<file path="config.mk">
export PLATFORM = sky130hd
export DESIGN_NAME = mbist_march_ctrl
export DESIGN_NICKNAME = d
export VERILOG_FILES = /design/src/rtl/mbist_march_ctrl.sv
export SDC_FILE = /design/constraint.sdc
export NUM_CORES = 1
export LEC_CHECK = 0
export ABC_CLOCK_PERIOD_IN_PS = 2500
export CORE_ASPECT_RATIO = 0.6
export CORE_UTILIZATION = 50
export CTS_CLUSTER_DIAMETER = 120
export DETAILED_ROUTE_END_ITERATION = 6
export GPL_TIMING_DRIVEN = 0
export PLACE_DENSITY = 0.74
export RECOVER_POWER = 50
export SYNTH_ARGS = -nofsm -noshare
export SYNTH_HDL_FRONTEND = slang
export SYNTH_SLANG_ARGS = --single-unit
</file>
<file path="constraint.sdc">
create_clock -name clk -period 2.5 [get_ports clk]
set_input_delay 0.5 -clock clk [delete_from_list [all_inputs] [get_ports clk]]
set_output_delay 0.5 -clock clk [all_outputs]
set_load 0.1 [all_outputs]
</file>
<file path="src/rtl/mbist_march_ctrl.sv">
// March C- BIST engine driving a memory with a 2-cycle read latency and registered wdata.
// Define MBIST_CHECKERBOARD_EN to append a second pass with a checkerboard background.
module mbist_march_ctrl #(
  parameter int DATA_WIDTH = 8,
  parameter int ADDR_WIDTH = 4,
  parameter int CAPACITY   = 15,
  parameter int FAIL_CNT_W = 8
) (
  input  logic                  clk,
  input  logic                  rst_n,
  input  logic                  start,
  output logic                  busy,
  output logic                  done,
  output logic                  fail,
  output logic [ADDR_WIDTH-1:0] fail_addr,
  output logic [3:0]            fail_element,
  output logic [FAIL_CNT_W-1:0] fail_count,
  output logic                  mem_write_read,
  output logic [ADDR_WIDTH-1:0] mem_address,
  output logic [DATA_WIDTH-1:0] mem_wdata,
  input  logic [DATA_WIDTH-1:0] mem_rdata
);

  localparam logic [ADDR_WIDTH-1:0] LAST_ADDR = ADDR_WIDTH'(CAPACITY);
  localparam int PIPE = 4;

`ifdef MBIST_CHECKERBOARD_EN
  function automatic logic [DATA_WIDTH-1:0] checker_pattern();
    logic [DATA_WIDTH-1:0] p;
    for (int i = 0; i < DATA_WIDTH; i++) p[i] = ~i[0];
    return p;
  endfunction

  localparam logic [DATA_WIDTH-1:0] CHECKER = checker_pattern();
`endif

  typedef enum logic [1:0] {IDLE, RUN, DRAIN, DONE} state_t;

  state_t                  state;
  logic [2:0]              elem;
  logic [ADDR_WIDTH-1:0]   addr_cnt;
  logic                    phase;
  logic [1:0]              drain_cnt;
  logic                    cb_pass;

  logic                    last_pass;
  logic                    down;
  logic                    addr_end;
  logic                    last_of_addr;
  logic                    start_accept;
  logic [DATA_WIDTH-1:0]   bg;
  logic                    op_we;
  logic                    op_rd;
  logic [ADDR_WIDTH-1:0]   op_addr;
  logic [DATA_WIDTH-1:0]   op_data;
  logic [DATA_WIDTH-1:0]   op_exp;

  logic                    cmd_we;
  logic [ADDR_WIDTH-1:0]   cmd_addr;
  logic [PIPE-1:0]         pipe_valid;
  logic [DATA_WIDTH-1:0]   pipe_exp  [PIPE];
  logic [ADDR_WIDTH-1:0]   pipe_addr [PIPE];
  logic [3:0]              pipe_elem [PIPE];
  logic                    mismatch;

`ifdef MBIST_CHECKERBOARD_EN
  assign last_pass = cb_pass;
  assign bg        = !cb_pass ? '0 : (addr_cnt[0] ? ~CHECKER : CHECKER);
`else
  assign last_pass = 1'b1;
  assign bg        = '0;
`endif

  assign down         = (elem == 3'd3) || (elem == 3'd4);
  assign addr_end     = down ? (addr_cnt == '0) : (addr_cnt == LAST_ADDR);
  assign last_of_addr = (elem == 3'd0) || (elem == 3'd5) || phase;
  assign start_accept = start && ((state == IDLE) || (state == DONE));

  // Elements 1..4 pair a read of one background with a write of its inverse.
  always_comb begin
    op_we   = 1'b0;
    op_rd   = 1'b0;
    op_addr = '0;
    op_data = '0;
    op_exp  = '0;
    if (state == RUN) begin
      op_addr = addr_cnt;
      op_we   = (elem == 3'd0) || ((elem != 3'd5) && phase);
      op_rd   = !op_we;
      if (op_we) op_data = ((elem == 3'd1) || (elem == 3'd3)) ? ~bg : bg;
      op_exp  = ((elem == 3'd2) || (elem == 3'd4)) ? ~bg : bg;
    end
  end

  always_ff @(posedge clk or negedge rst_n) begin
    if (!rst_n) begin
      state     <= IDLE;
      elem      <= '0;
      addr_cnt  <= '0;
      phase     <= 1'b0;
      drain_cnt <= '0;
      cb_pass   <= 1'b0;
      busy      <= 1'b0;
      done      <= 1'b0;
    end else begin
      case (state)
        IDLE, DONE: begin
          if (start) begin
            state    <= RUN;
            busy     <= 1'b1;
            done     <= 1'b0;
            elem     <= '0;
            addr_cnt <= '0;
            phase    <= 1'b0;
            cb_pass  <= 1'b0;
          end
        end
        RUN: begin
          if (!last_of_addr) begin
            phase <= 1'b1;
          end else begin
            phase <= 1'b0;
            if (!addr_end) begin
              addr_cnt <= down ? addr_cnt - ADDR_WIDTH'(1) : addr_cnt + ADDR_WIDTH'(1);
            end else if (elem != 3'd5) begin
              elem     <= elem + 3'd1;
              addr_cnt <= ((elem == 3'd2) || (elem == 3'd3)) ? LAST_ADDR : '0;
            end else if (!last_pass) begin
              cb_pass  <= 1'b1;
              elem     <= '0;
              addr_cnt <= '0;
            end else begin
              state     <= DRAIN;
              drain_cnt <= '0;
              elem      <= '0;
              addr_cnt  <= '0;
            end
          end
        end
        DRAIN: begin
          if (drain_cnt == 2'd3) begin
            state <= DONE;
            busy  <= 1'b0;
            done  <= 1'b1;
          end else begin
            drain_cnt <= drain_cnt + 2'd1;
          end
        end
        default: state <= IDLE;
      endcase
    end
  end

  // wdata leads the command by one cycle; expected data trails to the rdata return.
  always_ff @(posedge clk or negedge rst_n) begin
    if (!rst_n) begin
      mem_wdata      <= '0;
      cmd_we         <= 1'b0;
      cmd_addr       <= '0;
      mem_write_read <= 1'b0;
      mem_address    <= '0;
      pipe_valid     <= '0;
      for (int i = 0; i < PIPE; i++) begin
        pipe_exp[i]  <= '0;
        pipe_addr[i] <= '0;
        pipe_elem[i] <= '0;
      end
    end else begin
      mem_wdata      <= op_data;
      cmd_we         <= op_we;
      cmd_addr       <= op_addr;
      mem_write_read <= cmd_we;
      mem_address    <= cmd_addr;
      pipe_valid     <= {pipe_valid[PIPE-2:0], op_rd};
      pipe_exp[0]    <= op_exp;
      pipe_addr[0]   <= op_addr;
      pipe_elem[0]   <= {cb_pass, elem};
      for (int i = 1; i < PIPE; i++) begin
        pipe_exp[i]  <= pipe_exp[i-1];
        pipe_addr[i] <= pipe_addr[i-1];
        pipe_elem[i] <= pipe_elem[i-1];
      end
    end
  end

  assign mismatch = pipe_valid[PIPE-1] && (mem_rdata != pipe_exp[PIPE-1]);

  always_ff @(posedge clk or negedge rst_n) begin
    if (!rst_n) begin
      fail         <= 1'b0;
      fail_count   <= '0;
      fail_addr    <= '0;
      fail_element <= '0;
    end else if (start_accept) begin
      fail         <= 1'b0;
      fail_count   <= '0;
      fail_addr    <= '0;
      fail_element <= '0;
    end else if (mismatch) begin
      fail <= 1'b1;
      if (fail_count != '1) fail_count <= fail_count + FAIL_CNT_W'(1);
      if (!fail) begin
        fail_addr    <= pipe_addr[PIPE-1];
        fail_element <= pipe_elem[PIPE-1];
      end
    end
  end

endmodule

</file>
==> reports/qor.txt <==
worst-path fanout max: 4
Primary FF master, synth: dfrtp_1
Crit path largest cell delay: 1.16 ns
# rows: 21
slowest cell on the critical path: clkdlybuf4s50_1
Die Area: 0.00624 mm^2
DRT antenna net count: 0
hold crit path type: reg -> reg
Crit Path Class: reg -> out
number of enable flip-flop cells after synthesis: 0
Pins Over Slew Limit: 70
Num CTS Buffers: 9
worst r2r src: elem[1]
Filler Cell Count: 460
core box area: 0.00562 mm^2
fmax: 0.415 GHz
status: finished with violations
final hold violations: 0
commonest non-fill, non-tap cells in the layout: dfrtp_1, clkdlybuf4s50_1, nand2_1
Detail Placement HPWL: 3730 um
worst vdd ir: 325 uV
DR iter-0 viols: 87
vias in the first global route: 1837
# IOs: 43
Die X: 101 um
Layout area overhead: 23.7%
worst skew pair latency: 0.33 ns
CTS tree: built
DR WL/cell: 12.9 um
synthesis-stage register bit count: 69
final net count: 340
Worst path top cell family by delay: buffers and inverters
Root Buffer: clkbuf_8
PortBufs: 41
Synthesis Warnings: 0
initial antenna violation count: 0
share of cells above drive strength 1: 0.142
ant diodes: 0
hold buffers post-CTS: 0
Hold EP: pipe_elem[5]
GRT overflow: 0
Hold Startpoint: pipe_elem[9]
routability cong.: 0.815
Avg Synthesized Cell Area: 11.0 um^2
total length of routed wires: 5240 um
worst reg-to-reg setup slack: 0.21 ns
ys async rst share: 1.00
Design Power: 2.86 mW
syn_nets: 288
htree depth: 3
unrepaired setup endpoints after global routing: no
failing checks: capacitance limit, slew limit
Min Clock Period, post-route: 2.41 ns
vias per inst: 5.12
Synth cell types: 50
iteration count of the initial detailed-routing pass: 5
worst-margin pin slew: 1.62 ns
CP Cell Sequence: clkdlybuf4s50_1
Clk pin slew, worst setup/hold paths: 0.07 ns
Critical Path Start Type: flip-flop
Die H: 61.6 um
CP Data Required Time: 2.00 ns
Rel. slew slack: -0.0796
MaxCap Viol Count: 1
mapped cell area: 0.00296 mm^2
hold path depth: 0
static leakage: 1.81 nW
Worst R2R End: addr_cnt[3]
WP buf/inv: 1
Worst EP arrival: 1.91 ns
first-pass GRT wire length: 8500 um
Total GRT Usage: 0.184
Final Cycle Share: 0.964
Gate Count Post-Synth: 268
Layout Skew: 0.0104 ns
Crit. Startpoint: fail_count[0]
cell area power density: 782 mW/mm^2
largest net degree at the start of global routing: 70
WP depth: 1
# DRC: 0
most common cell after layout, fill and taps aside: dfrtp_1
Via Count: 2072
total clock sinks: 69
Final TNS setup: 0 ns
Initial Util: 0.526
CP endpoint kind: output port
clk buf depth: 2
Seq/Total Area, Yosys: 0.584
depth of the most critical reg-to-reg path: 8
Final setup viols: 0
per-stage QoR:
step	instances	setup slack, ns	area [um^2]	hold WS, ns	utilization
after CTS	405	0.0179	3650	0.283	0.648
after detailed placement	389	0.0602	3460	0.335	0.616
after floorplan	268	0.362	2960	0.204	-
final	405	0.0908	3660	0.349	0.650
after global placement	389	-1.22	3470	0.332	0.617
after global routing	405	0.0195	3660	0.355	0.650
Yosys cell counts, types with 2 or more instances:
| cell | n | area share |
|---|---|---|
| dfrtp_1 | 69 | 0.58 |
| nand2_1 | 28 | 0.036 |
| nor2_1 | 21 | 0.027 |
| buf_4 | 13 | 0.033 |
| o21ai_0 | 13 | 0.022 |
| nand3_1 | 11 | 0.019 |
| inv_1 | 10 | 0.013 |
| ha_1 | 8 | 0.034 |
| a21oi_1 | 7 | 0.012 |
| o21ai_1 | 7 | 0.012 |
| nor3_1 | 6 | 0.010 |
| and2_1 | 5 | 0.011 |
| a22o_1 | 4 | 0.012 |
| buf_2 | 4 | 0.0068 |
| a211oi_1 | 3 | 0.0076 |
| a21o_1 | 3 | 0.0076 |
| a31o_2 | 3 | 0.0089 |
| a31oi_1 | 3 | 0.0063 |
| and3_1 | 3 | 0.0063 |
| mux2_2 | 3 | 0.011 |
| nor2b_1 | 3 | 0.0063 |
| xnor2_1 | 3 | 0.0089 |
| a21oi_2 | 2 | 0.0059 |
| a31o_1 | 2 | 0.0059 |
| and4_1 | 2 | 0.0059 |
| clkbuf_1 | 2 | 0.0025 |
| mux2i_1 | 2 | 0.0068 |
| nand2b_1 | 2 | 0.0042 |
| nand4_1 | 2 | 0.0042 |
| nor3b_1 | 2 | 0.0051 |
| nor4_1 | 2 | 0.0042 |
| o22ai_1 | 2 | 0.0042 |
timing repair:
item                       4_1_cts  5_1_grt
setup buffers                    0        0
gates resized for setup          8        3
setup endpoints to repair        8        3
routing by layer:
metal	track usage	up-vias	wire length, um
li1	-	1030	-
met1	0.259	983	2780
met2	0.271	54	2180
met3	0.0715	5	254
met4	0.0414	0	21
met5	0	-	0
cells by family after synthesis:
group                      Yosys count  synth area share
other                                1           0.00127
and+or+nand+nor                     94             0.162
buffers and inverters               31            0.0601
adders and majority gates            9            0.0406
xor gates and xnor gates             3           0.00889
muxes                                5            0.0182
DFF                                 69             0.584
AOI/OAI and AO/OA                   56             0.125
final cells by class:
class | count | area [um^2] | share of cell area
flip-flops and latches | 69 | 1730 | 0.472
multi-input cells | 168 | 1060 | 0.290
repair buffers | 41 | 400 | 0.110
plain buffers | 20 | 136 | 0.0373
clock buffers | 10 | 128 | 0.0349
well taps | 80 | 100 | 0.0274
clock inverters | 6 | 63.8 | 0.0175
inverters | 11 | 41.3 | 0.0113
worst reg2reg max path, cell delays in order, from the launching register on:
cell      delay [ns]
dfrtp_1         0.47
nand2b_1        0.26
o21ai_4         0.24
ha_1            0.27
a21o_1          0.19
a21o_1          0.20
nor3b_1         0.14
a211oi_1        0.28
o21ai_0         0.11
report_power, final:
part	leakage [nW]	internal, mW	total, mW	switching, mW
Sequential	0.946	1.20	1.26	0.0549
Combinational	0.774	0.229	0.743	0.515
Clock	0.0923	0.459	0.860	0.401
how the worst max path moves through the flow:
| stage | slack, ns | end |
|---|---|---|
| 2_1_floorplan | 0.36 | fail_count[4] |
| 3_3_place_gp | -1.22 | pipe_exp[30] |
| 3_5_place_dp | 0.06 | fail_element[2] |
| 4_1_cts | 0.02 | fail_count[2] |
| 5_1_grt | 0.02 | fail_count[0] |
| 6_report | 0.09 | fail_count[0] |
state kept, by name, summed over array words and instances, names as in the netlist, 2 cells and up:
register and flops:
drain_cnt 2, elem 3, state 2, fail_element 3, pipe_exp 4, fail_addr 4, fail_count 8, pipe_elem 12
pipe_addr 16, addr_cnt 4, pipe_valid 4
Note: power is estimated with default switching activity, not from simulation.
